[src/rtl/pipe_pkg.sv]
// rtl/pipe_pkg.sv - shared constants for the elastic pipeline stage registers
package pipe_pkg;

    localparam int CTRL_W_DEF         = 3;

    // Bit positions inside the default control bundle
    localparam int CTRL_REGWRITE      = 0;
    localparam int CTRL_RESULTSRC_LSB = 1;
    localparam int CTRL_MEMWRITE      = 2;

    // Datapath bundle widths of the four stage registers
    localparam int IF_ID_W            = 64;   // instr, pc
    localparam int ID_EX_W            = 133;  // rs1, rs2, pc, imm, rd
    localparam int EX_MEM_W           = 101;  // alu result, store data, pc+4, rd
    localparam int MEM_WB_W           = 101;  // alu result, load data, pc+4, rd

endpackage

[src/rtl/pipe_entry.sv]
// rtl/pipe_entry.sv - one valid+ctrl+data holding register with load/clear controls
module pipe_entry
    import pipe_pkg::*;
#(
    parameter int DATA_W = 32,
    parameter int CTRL_W = CTRL_W_DEF
) (
    input  logic              clk,
    input  logic              rst,
    input  logic              load,
    input  logic              clr_valid,
    input  logic              zero_ctrl,
    input  logic [DATA_W-1:0] d_data,
    input  logic [CTRL_W-1:0] d_ctrl,
    output logic              valid,
    output logic [DATA_W-1:0] data,
    output logic [CTRL_W-1:0] ctrl
);

    // Load wins over clear; the caller gates load when a flush must win.
    // Clearing leaves data untouched so only the ctrl bits toggle on bubbles.
    always_ff @(posedge clk) begin
        if (!rst) begin
            valid <= 1'b0;
            data  <= '0;
            ctrl  <= '0;
        end else if (load) begin
            valid <= 1'b1;
            data  <= d_data;
            ctrl  <= d_ctrl;
        end else begin
            if (clr_valid) valid <= 1'b0;
            if (zero_ctrl) ctrl  <= '0;
        end
    end

endmodule

[src/rtl/pipe_stage_elastic.sv]
// rtl/pipe_stage_elastic.sv - elastic pipeline stage register with skid buffer and flush
module pipe_stage_elastic
    import pipe_pkg::*;
#(
    parameter int DATA_W = 32,
    parameter int CTRL_W = CTRL_W_DEF,
    parameter int SKID   = 1
) (
    input  logic              clk,
    input  logic              rst,
    input  logic              in_valid,
    output logic              in_ready,
    input  logic [DATA_W-1:0] in_data,
    input  logic [CTRL_W-1:0] in_ctrl,
    output logic              out_valid,
    input  logic              out_ready,
    output logic [DATA_W-1:0] out_data,
    output logic [CTRL_W-1:0] out_ctrl,
    input  logic              flush,
    output logic [1:0]        count
);

    logic              main_valid, skid_valid;
    logic [DATA_W-1:0] main_data, skid_data;
    logic [CTRL_W-1:0] main_ctrl, skid_ctrl;
    logic              ready_q;
    logic              accept, emit;
    logic              load_main, load_skid, main_from_skid;
    logic              clr_main, clr_skid;
    logic              main_nv, skid_nv;
    logic [DATA_W-1:0] main_d_data;
    logic [CTRL_W-1:0] main_d_ctrl;

    // With a skid buffer in_ready is a flop (no out_ready path); without it
    // the single register may refill in the cycle it drains.
    assign in_ready = (SKID != 0) ? (rst & ready_q)
                                  : (rst & (~main_valid | out_ready));
    assign accept   = in_valid & in_ready;
    assign emit     = main_valid & out_ready;

    always_comb begin
        load_main      = 1'b0;
        load_skid      = 1'b0;
        main_from_skid = 1'b0;
        if (!flush) begin
            if ((SKID != 0) && skid_valid) begin
                if (emit) begin
                    load_main      = 1'b1;
                    main_from_skid = 1'b1;
                end
            end else if (accept) begin
                if (!main_valid || emit) begin
                    load_main = 1'b1;
                end else if (SKID != 0) begin
                    load_skid = 1'b1;
                end
            end
        end
    end

    assign clr_main    = flush | (emit & ~load_main);
    assign clr_skid    = flush | main_from_skid;
    assign main_d_data = main_from_skid ? skid_data : in_data;
    assign main_d_ctrl = main_from_skid ? skid_ctrl : in_ctrl;

    assign main_nv = load_main | (main_valid & ~clr_main);
    assign skid_nv = load_skid | (skid_valid & ~clr_skid);

    always_ff @(posedge clk) begin
        if (!rst) begin
            ready_q <= 1'b1;
            count   <= 2'd0;
        end else begin
            ready_q <= ~skid_nv;
            count   <= {1'b0, main_nv} + {1'b0, skid_nv};
        end
    end

    pipe_entry #(
        .DATA_W (DATA_W),
        .CTRL_W (CTRL_W)
    ) u_main (
        .clk       (clk),
        .rst       (rst),
        .load      (load_main),
        .clr_valid (clr_main),
        .zero_ctrl (clr_main),
        .d_data    (main_d_data),
        .d_ctrl    (main_d_ctrl),
        .valid     (main_valid),
        .data      (main_data),
        .ctrl      (main_ctrl)
    );

    pipe_entry #(
        .DATA_W (DATA_W),
        .CTRL_W (CTRL_W)
    ) u_skid (
        .clk       (clk),
        .rst       (rst),
        .load      (load_skid),
        .clr_valid (clr_skid),
        .zero_ctrl (clr_skid),
        .d_data    (in_data),
        .d_ctrl    (in_ctrl),
        .valid     (skid_valid),
        .data      (skid_data),
        .ctrl      (skid_ctrl)
    );

    assign out_valid = main_valid;
    assign out_data  = main_data;
    assign out_ctrl  = main_ctrl;

endmodule

[config.mk]
export PLATFORM = sky130hd
export DESIGN_NAME = pipe_stage_elastic
export DESIGN_NICKNAME = d
export VERILOG_FILES = /design/src/rtl/pipe_pkg.sv /design/src/rtl/pipe_entry.sv /design/src/rtl/pipe_stage_elastic.sv
export SDC_FILE = /design/constraint.sdc
export NUM_CORES = 1
export LEC_CHECK = 0
export CAP_MARGIN = 5
export CELL_PAD_IN_SITES_DETAIL_PLACEMENT = 1
export CELL_PAD_IN_SITES_GLOBAL_PLACEMENT = 2
export CORE_ASPECT_RATIO = 1.25
export CORE_MARGIN = 5
export CORE_UTILIZATION = 32
export DETAILED_ROUTE_END_ITERATION = 12
export PLACE_DENSITY_LB_ADDON = 0.08
export REMOVE_ABC_BUFFERS = 1
export SETUP_SLACK_MARGIN = 0.05
export SLEW_MARGIN = 30
export SYNTH_ARGS = -nofsm -noshare
export SYNTH_HDL_FRONTEND = slang
export SYNTH_SLANG_ARGS = --single-unit
export TNS_END_PERCENT = 100
[constraint.sdc]
create_clock -name clk -period 3.5 [get_ports clk]
set_input_delay 0.875 -clock clk [delete_from_list [all_inputs] [get_ports clk]]
set_output_delay 0.875 -clock clk [all_outputs]
set_load 0.005 [all_outputs]
==> results.tsv, run 1 <==
stage	metric	value	unit
status	outcome	finished clean	
timing	drv_slew	0	
worst_setup_path	slowest_delay	0.72	ns
placement	pre_cts_slack	0.558	ns
logic_synthesis	ys_top_cells_by_area	dfxtp_1 46%, nand2_1 11%, mux2i_1 11%	
global_routing	overflow	0	
timing	fin_crit_sh	74.8	%
clock_tree	clock_path_buffers	2	
worst_setup_path	crit_type	input pin to register	
power_and_ir_drop	clockPowerShare	45.7	%
worst_setup_path	crit_required	3.72	ns
logic_synthesis	yosysTopAreaCellShare	45.9	%
job	drv_cap	0	
timing	final.min_clock_period	2.62	ns
clock_tree	numCtsBuffers	9	
logic_synthesis	yosysWarnings	0	
floorplan	core_area	10100	um^2
worst_setup_path	cp_slowest_cell	clkdlybuf4s50_1	
timing	maxSlewHeadroom	51.5	%
worst_setup_path	end_kind	register	
final_layout	layout.nets	451	
global_routing	grt_first_pass_wirelength	13400	um
timing	clock.fmax	382	MHz
detailed_routing	ant_nets	0	
power_and_ir_drop	p_seq_share	45.4	%
placement	dpl_cell_area	4090	um^2
global_routing	grtUsageTotal	13.9	%
final_layout	diodes	0	
detailed_routing	viasPerCell	4.83	
clock_tree	cts_sinks	75	
logic_synthesis	ys_ff_latch	75	
timing	setup_viol	0	
floorplan	start_util	32.5	%
detailed_routing	finalWirelength	8190	um
clock_tree	cts_tree	done	
final_layout	final_area	4380	um^2
logic_synthesis	synthCells	341	
floorplan	die_h	123	um
clock_tree	cts_setup_buffers	0	
clock_tree	cts_resized	0	
detailed_routing	remaining_drc_errors	0	
clock_tree	cts_root_buf	clkbuf_16	
timing	fin_ws	0.881	ns
power_and_ir_drop	leakage	2.12	nW
clock_tree	postCtsHoldBufs	0	
worst_setup_path	crit_chain	clkdlybuf4s50_1, nand4b_1, buf_4, mux2i_1, nand2_1, o211a_1	
floorplan	rows	41	
power_and_ir_drop	ir_worst_vdd	0.225	mV
clock_tree	htreeDepth	3	
power_and_ir_drop	switching_power	0.000418	W
global_routing	antenna_found_initial	0	
power_and_ir_drop	combPwrFrac	9.0	%
worst_setup_path	startpoint_type	input pin	
detailed_routing	drt_iter0_markers	56	
power_and_ir_drop	netSwitchingFraction	21.3	%
logic_synthesis	synth.largest_area_cell	dfxtp_1	
final_layout	area_growth	34.1	%
detailed_routing	wl_per_cell	15.1	um
timing	max_slew.worst_pin.slew	0.727	ns
worst_setup_path	crit_start	flush	
global_routing	grt_max_degree	76	
final_layout	final_util	43.6	%
power_and_ir_drop	internal_power	0.00154	W
clock_tree	clk_latency	0.33	ns
detailed_routing	drtPass1Iterations	4	
worst_setup_path	crit_fanout	25	
global_routing	grt_pass1_vias	2660	
logic_synthesis	yosysSeqAreaShare	45.9	%
logic_synthesis	syn_area	3270	um^2
floorplan	pin_count	79	
detailed_routing	num_vias	2630	
min_path	hold_path_class	register to register	
placement	dp_hpwl	5290	um
timing	finalHoldViolCount	0	
placement	place_congestion	0.689	
placement	port_buffers	78	
min_path	holdCritStartpoint	u_skid.data[26]	
logic_synthesis	avgSynthCellArea	9.58	um^2
logic_synthesis	yosysUniqueCellTypes	26	
power_and_ir_drop	p_per_area	447	nW/um^2
floorplan	dieArea	12300	um^2
final_layout	drive_gt1_share	6.02	%
floorplan	fp.dieW	100	um
timing	skew	0.00441	ns
worst_setup_path	critPathTopFamily	buffers and inverters	
worst_setup_path	worstPathBufferInverterCount	2	
worst_setup_path	r2r-start	u_main.valid	
timing	grt_setup_unrepaired	false	
clock_tree	path_clk_slew	0.06	ns
worst_setup_path	arrival	2.84	ns
[worst min-delay path, cell delays in order, from the launching register on]
cell      delay (ns)
dfxtp_1         0.30
nand2_1         0.05
a21boi_1        0.05
[cells by family (layout without fill, tap and decap cells)]
family	Yosys count	count (layout)	synth area share (%)
muxes	35	35	10.7
and+or+nand+nor	124	124	17.1
adders and majority gates	1	1	0.383
DFF	75	75	45.9
buffers and inverters	31	105	5.86
AOI/OAI and AO/OA	75	75	20.0
[metal layers]
| metal | routed length (um) | global-route usage [%] | up-vias |
|---|---|---|---|
| met5 | 0 | 0 | - |
| met4 | 101 | 5.81 | 0 |
| met3 | 402 | 4.12 | 8 |
| met2 | 4000 | 22.8 | 50 |
| met1 | 3690 | 16.9 | 1259 |
| li1 | - | - | 1313 |
[layout make-up]
cell class | count | area [um^2]
inverter | 4 | 15.0
fill | 1179 | 5670
clock buffer | 15 | 288
sequential | 75 | 1500
timing repair buffer | 85 | 828
clock inverter | 1 | 5.00
multi-input combinational | 235 | 1580
tap | 129 | 161
[synthesized netlist by cell type]
library cell / n
o21ai_1: 1
nor2_1: 1
buf_6: 6
nor3b_1: 7
o31ai_4: 1
nand4b_1: 1
a21oi_1: 1
mux2i_1: 35
o21a_1: 1
and2_1: 9
a221oi_1: 3
inv_1: 4
buf_2: 6
nor2b_1: 5
o211a_1: 32
or2_1: 1
nand2b_1: 2
a21boi_1: 32
nand2_1: 97
clkbuf_1: 9
buf_4: 6
o22ai_1: 3
nand4b_4: 1
o31a_1: 1
ha_1: 1
dfxtp_1: 75
[placed cells by master, fill, tap and decap left out, types with 2 or more instances in the layout]
cell,n
a21boi_1,32
a221oi_1,3
and2_1,9
buf_4,7
clkbuf_1,2
clkbuf_16,9
clkbuf_8,4
clkdlybuf4s50_1,77
dfxtp_1,75
inv_1,4
mux2i_1,35
nand2_1,97
nand2b_1,2
nor2b_1,4
nor3b_1,7
o211a_1,32
o22ai_1,3
[power by group through the flow]
stage | combinational (W) | sequential [W] | clock [W]
6_report | 0.000175 | 0.000889 | 0.000895
3_3_place_gp | 0.000178 | 0.000908 | 0
2_1_floorplan | 0.0000548 | 0.000907 | 0
3_5_place_dp | 0.000179 | 0.000908 | 0
4_1_cts | 0.000180 | 0.000890 | 0.000930
5_1_grt | 0.000192 | 0.000891 | 0.000967
[registers in the layout, indices dropped and copies added (netlist names)]
register and count:
count 2, ready_q 1, u_main.ctrl 3, u_main.data 32
u_main.valid 1, u_skid.ctrl 3, u_skid.data 32, u_skid.valid 1
[through the flow]
stage          setup TNS [ns]  power, W  hold slack [ns]  std cells
2_1_floorplan          -16.91  0.000962            0.434        314
3_3_place_gp                0   0.00109            0.439        528
3_5_place_dp                0   0.00109            0.445        528
4_1_cts                     0   0.00200            0.453        544
5_1_grt                     0   0.00205            0.472        544
6_report                    0   0.00196            0.450        544
[final timing paths]
| kind | end | slack (ns) | cells after the start |
|---|---|---|---|
| worst min register to register | u_skid.data[26] | 0.45 | 2 |
| worst max register to register | u_skid.data[13] | 1.66 | 5 |
| worst max-delay path | u_main.data[10] | 0.88 | 6 |
| worst min-delay path | u_skid.data[26] | 0.45 | 2 |
No activity file was read; power rests on OpenSTA's default activity.
==> inputs of run 2 (changes only) <==
--- a/config.mk
+++ b/config.mk
@@ -10,7 +10,7 @@
 export CELL_PAD_IN_SITES_GLOBAL_PLACEMENT = 2
 export CORE_ASPECT_RATIO = 1.25
 export CORE_MARGIN = 5
-export CORE_UTILIZATION = 32
+export CORE_UTILIZATION = 30
 export DETAILED_ROUTE_END_ITERATION = 12
 export PLACE_DENSITY_LB_ADDON = 0.08
 export REMOVE_ABC_BUFFERS = 1
==> constraint.sdc (replaced) <==
create_clock -name clk -period 2.7 [get_ports clk]
set_input_delay 0.675 -clock clk [delete_from_list [all_inputs] [get_ports clk]]
set_output_delay 0.675 -clock clk [all_outputs]
set_load 0.005 [all_outputs]
==> results.tsv, run 2 (synthesized netlist as in run 1, its figures left out) <==
stage	metric	value	unit
power_and_ir_drop	internal_power	0.00199	W
worst_setup_path	crit_type	input pin to output pin	
placement	dpl_cell_area	4140	um^2
final_layout	fin_cells	547	
placement	pre_cts_slack	0.264	ns
floorplan	start_util	30.8	%
global_routing	grt_pass1_vias	2752	
timing	fin_crit_sh	85.7	%
job	drv_cap	0	
power_and_ir_drop	leakage	2.13	nW
global_routing	antenna_found_initial	0	
final_layout	drive_gt1_share	5.78	%
power_and_ir_drop	ir_worst_vdd	0.323	mV
clock_tree	cts_setup_buffers	0	
final_layout	final_area	4410	um^2
clock_tree	cts_resized	0	
placement	port_buffers	78	
timing	finalHoldViolCount	0	
detailed_routing	drt_iter0_markers	48	
global_routing	overflow	0	
detailed_routing	ant_nets	0	
final_layout	layout_common_cells	97 x nand2_1, 77 x clkdlybuf4s50_1, 75 x dfxtp_1, 35 x mux2i_1	
timing	clock.fmax	432	MHz
detailed_routing	wl_per_cell	15.4	um
global_routing	grtUsageTotal	13.5	%
timing	grt_setup_unrepaired	false	
final_layout	layout.nets	452	
clock_tree	cts_tree	done	
worst_setup_path	crit_start	rst	
timing	final.min_clock_period	2.31	ns
detailed_routing	finalWirelength	8430	um
global_routing	grt_max_degree	65	
power_and_ir_drop	p_per_area	573	nW/um^2
power_and_ir_drop	combPwrFrac	9.1	%
detailed_routing	viasPerCell	4.83	
worst_setup_path	crit_fanout	17	
clock_tree	clk_latency	0.33	ns
worst_setup_path	arrival	1.64	ns
power_and_ir_drop	clockPowerShare	45.4	%
min_path	holdCritStartpoint	u_skid.data[22]	
floorplan	pin_count	79	
global_routing	grt_first_pass_wirelength	13700	um
detailed_routing	num_vias	2642	
final_layout	largestRegisters	u_main.data: 32 flops, u_skid.data: 32 flops	
clock_tree	cts_sinks	75	
clock_tree	clock_path_buffers	2	
floorplan	dieArea	13100	um^2
clock_tree	htreeDepth	3	
timing	drv_slew	0	
placement	placed_cells	532	
floorplan	fp.dieW	103	um
clock_tree	cts_root_buf	clkbuf_16	
timing	setup_viol	0	
worst_setup_path	r2r-start	u_main.valid	
timing	max_slew.worst_pin.slew	0.588	ns
clock_tree	postCtsHoldBufs	0	
power_and_ir_drop	p_seq_share	45.6	%
final_layout	diodes	0	
power_and_ir_drop	netSwitchingFraction	21.5	%
timing	skew	0.00643	ns
power_and_ir_drop	switching_power	0.000543	W
worst_setup_path	end_kind	output pin	
clock_tree	numCtsBuffers	9	
worst_setup_path	startpoint_type	input pin	
placement	place_congestion	0.706	
floorplan	rows	42	
detailed_routing	drtPass1Iterations	4	
worst_setup_path	crit_required	2.03	ns
timing	fin_ws	0.387	ns
timing	maxSlewHeadroom	60.8	%
final_layout	final_common_cell	nand2_1	
min_path	hold_path_class	register to register	
status	outcome	finished clean	
floorplan	core_area	10600	um^2
final_layout	area_growth	35.1	%
clock_tree	path_clk_slew	0.06	ns
placement	dp_hpwl	5550	um
floorplan	die_h	127	um
detailed_routing	remaining_drc_errors	0	
[run 2: critical path: stages]
cell             delay (ns)
buf_2                  0.29
and2_1                 0.18
clkdlybuf4s50_1        0.49
[run 2: power by group through the flow]
stage | clock network, W | registers (W) | logic (W)
global placement | 0 | 0.00118 | 0.000235
floorplan | 0 | 0.00118 | 0.0000710
CTS | 0.00120 | 0.00115 | 0.000237
detailed placement | 0 | 0.00118 | 0.000236
finish | 0.00115 | 0.00115 | 0.000230
global route | 0.00124 | 0.00115 | 0.000252
[run 2: per-layer routing]
metal / routed length [um] / GRT usage [%] / up-vias / part of all wire, %
met1: 3650 / 15.2 / 1277 / 43
met2: 4210 / 23.5 / 52 / 50
met3: 414 / 3.02 / 8 / 4.9
met5: 0 / 0 / - / 0
met4: 150 / 6.63 / 0 / 1.8
li1: - / - / 1305 / -
[run 2: per-stage QoR]
stage / utilization [%] / TNS, ns / power (W) / hold WS [ns]
final: 41.6 / 0 / 0.00253 / 0.449
after detailed placement: 39.0 / 0 / 0.00141 / 0.445
after CTS: 41.6 / 0 / 0.00259 / 0.453
after floorplan: - / -38.97 / 0.00125 / 0.434
after global placement: 39.0 / 0 / 0.00141 / 0.439
after global routing: 41.6 / 0 / 0.00264 / 0.469
[run 2: path summary, 6_finish.rpt]
check        cells past startpoint  slack [ns]              end
min reg2reg                      2        0.45  u_skid.data[22]
min                              2        0.45  u_skid.data[22]
max reg2reg                      5        0.95   u_main.ctrl[0]
max                              3        0.39         in_ready
[run 2: final cells by class]
type / count / area [um^2]
clock buffers: 12 / 236
multi-input cells: 235 / 1580
repair buffers: 86 / 873
fillers: 1203 / 6200
inverters: 4 / 15.0
flip-flops and latches: 75 / 1500
clock inverters: 3 / 40.0
well taps: 132 / 165
==> edit 1: new RTL, config.mk and constraints of run 2 <==
`DATA_W` is set to 32 in 2 places; all go to 64.
--- a/src/rtl/pipe_entry.sv
+++ b/src/rtl/pipe_entry.sv
@@ -2,7 +2,7 @@
 module pipe_entry
     import pipe_pkg::*;
 #(
-    parameter int DATA_W = 32,
+    parameter int DATA_W = 64,
     parameter int CTRL_W = CTRL_W_DEF
 ) (
     input  logic              clk,
--- a/src/rtl/pipe_stage_elastic.sv
+++ b/src/rtl/pipe_stage_elastic.sv
@@ -2,7 +2,7 @@
 module pipe_stage_elastic
     import pipe_pkg::*;
 #(
-    parameter int DATA_W = 32,
+    parameter int DATA_W = 64,
     parameter int CTRL_W = CTRL_W_DEF,
     parameter int SKID   = 1
 ) (
Ports: changed (resized in_data and out_data); port bits go from 79 to 143. No check against the original RTL was run, so the function may have changed too.
==> edit 1 against run 2 <==
  * Via count up 85%
  * Wire length up 110%
  * Final area up 75%
  * Die area up 62%
  * Setup slack better by 0.14 ns
  * Clock power up 100%
  * Sequential share of layout area up 2.0 points
  * Total power up 97%
  * Sequential cell count up 64
  * First-iteration DRC count rose to 4.7 times the old value
  * Critical path type is now flop to output pin
  * Largest cell class is now sequential cells
  * Clock skew up 0.00081 ns
  * Area after synthesis up 68%
==> edit 1: results (changes against run 2) <==
R2R Path Start: u_main.valid (unchanged)
post-synthesis average cell area: 9.77 um2 (was 9.58 um2)
Post-Place Cell Area: 7120 um2 (was 4140 um2)
Hold Path End: u_skid.data[8] (was u_skid.data[22])
FF-to-FF setup slack: 0.93 ns (was 0.95 ns)
fillers: 1997 (was 1203)
Max Clock Skew: 0.00724 ns (was 0.00643 ns)
worst flop-to-flop path endpoint: u_main.data[19] (was u_main.ctrl[0])
met3 GRT Util: 0.0464 (was 0.0302)
met3 WL: 790 um (was 414 um)
Max clock buf depth: 2 (unchanged)
share of the core filled with cells: 0.427 (was 0.416)
vias per std cell: 5.32 (was 4.83)
Inserted Clock Buffers: 17 (was 9)
largest cells by area after synthesis: dfxtp_1, o21a_1, o221a_2, nand3_1, o221a_1 (was dfxtp_1, nand2_1, mux2i_1, o211a_1, a21boi_1)
CP arrival: 1.49 ns (was 1.64 ns)
Overall Global Routing Usage: 0.163 (was 0.135)
DR WL/cell: 19.1 um (was 15.4 um)
cell depth of the worst flop-to-flop path: 4 (was 5)
H-Tree Depth: 4 (was 3)
post-CTS sizing: 0 (unchanged)
final RePlAce weighted congestion: 0.779 (was 0.706)
DR WL met2: 8480 um (was 4210 um)
leakage: 2.72 nW (was 2.13 nW)
final setup margin: 0.531 ns (was 0.387 ns)
CP startpoint: ready_q (was rst)
Peak VDD IR: 379 uV (was 323 uV)
hpwl dp: 10500 um (was 5550 um)
Max Used Layer: met5 (was met4)
dpl cells: 888 (was 532)
final net count: 752 (was 452)
Yosys cell types: 34 (was 26)
Hold WS: 0.450 ns (was 0.449 ns)
outcome: finished clean (unchanged)
met2 Use GR: 0.279 (was 0.235)
vias in the first global route: 5359 (was 2752)
Syn. warnings: 0 (unchanged)
Metal-1 WL: 7990 um (was 3650 um)
1st-iter DRT viols: 227 (was 48)
Rel. slew slack: 0.446 (was 0.608)
hold wc startpoint: u_skid.data[8] (was u_skid.data[22])
biggest regs: u_main.data x64, u_skid.data x64 (was u_main.data x32, u_skid.data x32)
largest net degree at the start of global routing: 124 (was 65)
first-pass GRT wire length: 28300 um (was 13700 um)
sequential-to-total area share from yosys stat: 0.506 (was 0.459)
layout cells sized above 1: 0.126 (was 0.0578)
initial antenna violation count: 1 (was 0)
setup slack after placement: 0.152 ns (was 0.264 ns)
IO Port Bufs: 142 (was 78)
CP peak stage delay: 0.50 ns
Worst-Skew Late Latency: 0.42 ns (was 0.33 ns)
synth cell count leaders: dfxtp_1, nand2_1, nand3_1, o21a_1, o21ai_1 (was nand2_1, dfxtp_1, mux2i_1)
Crit Path Max Fanout: 5 (was 17)
GR Layer Usage met1: 0.194 (was 0.152)
WHS Path Cells: 2 (unchanged)
routed via count: 4892 (was 2642)
-- edit 1: cell families (layout without fill, tap and decap cells) --
family,Yosys count,after routing,share of synthesized area
adders and majority gates,1,1,0.00227
buffers and inverters,61,190,0.0555
DFF,139,139,0.506
and+or+nand+nor,154,154,0.137
AOI/OAI and AO/OA,208,208,0.300
-- edit 1: cell type report --
cell class | count | area share
flip-flops and latches | 139 | 0.360
clock buffers | 22 | 0.0627
inverters | 3 | 0.00146
well taps | 228 | 0.0369
multi-input cells | 363 | 0.314
clock inverters | 10 | 0.0149
repair buffers | 155 | 0.209
-- edit 1: report_power, final --
group | leakage (nW) | internal, mW | total, mW | switching [mW]
Clock | 0.288 | 1.46 | 2.35 | 0.896
Sequential | 1.13 | 2.11 | 2.15 | 0.0399
Combinational | 1.30 | 0.279 | 0.475 | 0.196
Total | 2.72 | 3.85 | 4.98 | 1.13
-- edit 1: critical path: cells and delay by family (launching register included) --
family	cells	cell delay (ns)
buffers and inverters	1	0.50
DFF	1	0.42
and+or+nand+nor	1	0.16
==> edit 2: new RTL, config.mk and constraints of run 2 <==
Made on the original files. Put one more register stage on the output `count`, without a reset. The value now appears one clock later. The other outputs are not delayed to match.
--- a/src/rtl/pipe_stage_elastic.sv
+++ b/src/rtl/pipe_stage_elastic.sv
@@ -19,6 +19,8 @@
     input  logic              flush,
     output logic [1:0]        count
 );
+
+    logic [1:0] count_s0;
 
     logic              main_valid, skid_valid;
     logic [DATA_W-1:0] main_data, skid_data;
@@ -69,10 +71,10 @@
     always_ff @(posedge clk) begin
         if (!rst) begin
             ready_q <= 1'b1;
-            count   <= 2'd0;
+            count_s0 <= 2'd0;
         end else begin
             ready_q <= ~skid_nv;
-            count   <= {1'b0, main_nv} + {1'b0, skid_nv};
+            count_s0 <= {1'b0, main_nv} + {1'b0, skid_nv};
         end
     end
 
@@ -112,5 +114,9 @@
     assign out_data  = main_data;
     assign out_ctrl  = main_ctrl;
 
+    always_ff @(posedge clk) begin
+        count <= count_s0;
+    end
+
 endmodule
 
Check against the original RTL: not equivalent (a bounded check fails within 4 cycles, from zero or initial values and one cycle with rst low).
==> edit 2 against run 2 <==
  * Total power up 0.36%
  * Core utilization down 0.70 points
  * Setup slack better by 0.11 ns
  * Wire length up 0.84%
  * Final area up 1.6%
  * Sequential share of layout area up 0.34 points
  * Final cell count up 1.8%
  * Synthesized cell count up 0.59%
  * Area after synthesis up 1.2%
  * Sequential cell count up 2
==> edit 2: results (changes against run 2) <==
dpl cells: 542 (was 532)
Die X: 104 um (was 103 um)
WL final: 8500 um (was 8430 um)
layout cells sized above 1: 0.0758 (was 0.0578)
Crit Path Max Fanout: 5 (was 17)
1st-iter DRT viols: 49 (was 48)
outcome: finished clean (unchanged)
vias in the first global route: 2741 (was 2752)
met3 GRT Util: 0.0354 (was 0.0302)
CP arrival: 1.52 ns (was 1.64 ns)
post-synthesis compound-gate area fraction: 0.197 (was 0.200)
Peak VDD IR: 279 uV (was 323 uV)
Post-Place Cell Area: 4210 um2 (was 4140 um2)
Overall Global Routing Usage: 0.132 (was 0.135)
routed via count: 2645 (was 2642)
Clock Power Share: 0.442 (was 0.454)
Max Clock Skew: 0.00901 ns (was 0.00643 ns)
final RePlAce weighted congestion: 0.702 (was 0.706)
hpwl dp: 5770 um (was 5550 um)
vias per std cell: 4.75 (was 4.83)
Worst Tran Pin Value: 0.681 ns (was 0.588 ns)
first-pass GRT wire length: 14000 um (was 13700 um)
Adder-Cell Fraction of Synth Area: 0.00378 (was 0.00383)
GR Layer Usage met1: 0.169 (was 0.152)
largest net degree at the start of global routing: 74 (was 65)
multiplexer share of the synthesized area: 0.106 (was 0.107)
met3 WL: 351 um (was 414 um)
P_sw: 0.561 mW (was 0.543 mW)
largest cells by area after synthesis: dfxtp_1, nand2_1, mux2i_1, o211a_1, a21boi_1 (unchanged)
Power per Cell Area: 566 nW/um2 (was 573 nW/um2)
DR WL met2: 3920 um (was 4210 um)
Metal-1 WL: 4110 um (was 3650 um)
post-synthesis average cell area: 9.64 um2 (was 9.58 um2)
leakage: 2.17 nW (was 2.13 nW)
sequential-to-total area share from yosys stat: 0.466 (was 0.459)
[edit 2: path summary, 6_finish.rpt]
| check | slack [ns] | cells after the start | end | startpoint |
|---|---|---|---|---|
| worst min-delay path | 0.33 | 0 | count[1] | count_s0[1] |
| worst min register to register | 0.33 | 0 | count[1] | count_s0[1] |
| worst max register to register | 0.93 | 6 | u_main.data[20] | u_main.valid |
| worst max-delay path | 0.50 | 3 | in_ready | rst |
[edit 2: final cells by class]
type / count / area (um2) / area share
Multi-Input combinational cell: 235 / 1590 / 0.353
Sequential cell: 77 / 1540 / 0.344
Timing Repair Buffer: 91 / 898 / 0.200
Clock buffer: 12 / 256 / 0.0572
Tap cell: 135 / 169 / 0.0376
Clock inverter: 3 / 21.3 / 0.00474
Inverter: 4 / 15.0 / 0.00335
[edit 2: worst max-delay path, delay by kind of cell]
family | cells | cell delay, ns
buffers and inverters | 2 | 0.70
and+or+nand+nor | 1 | 0.15
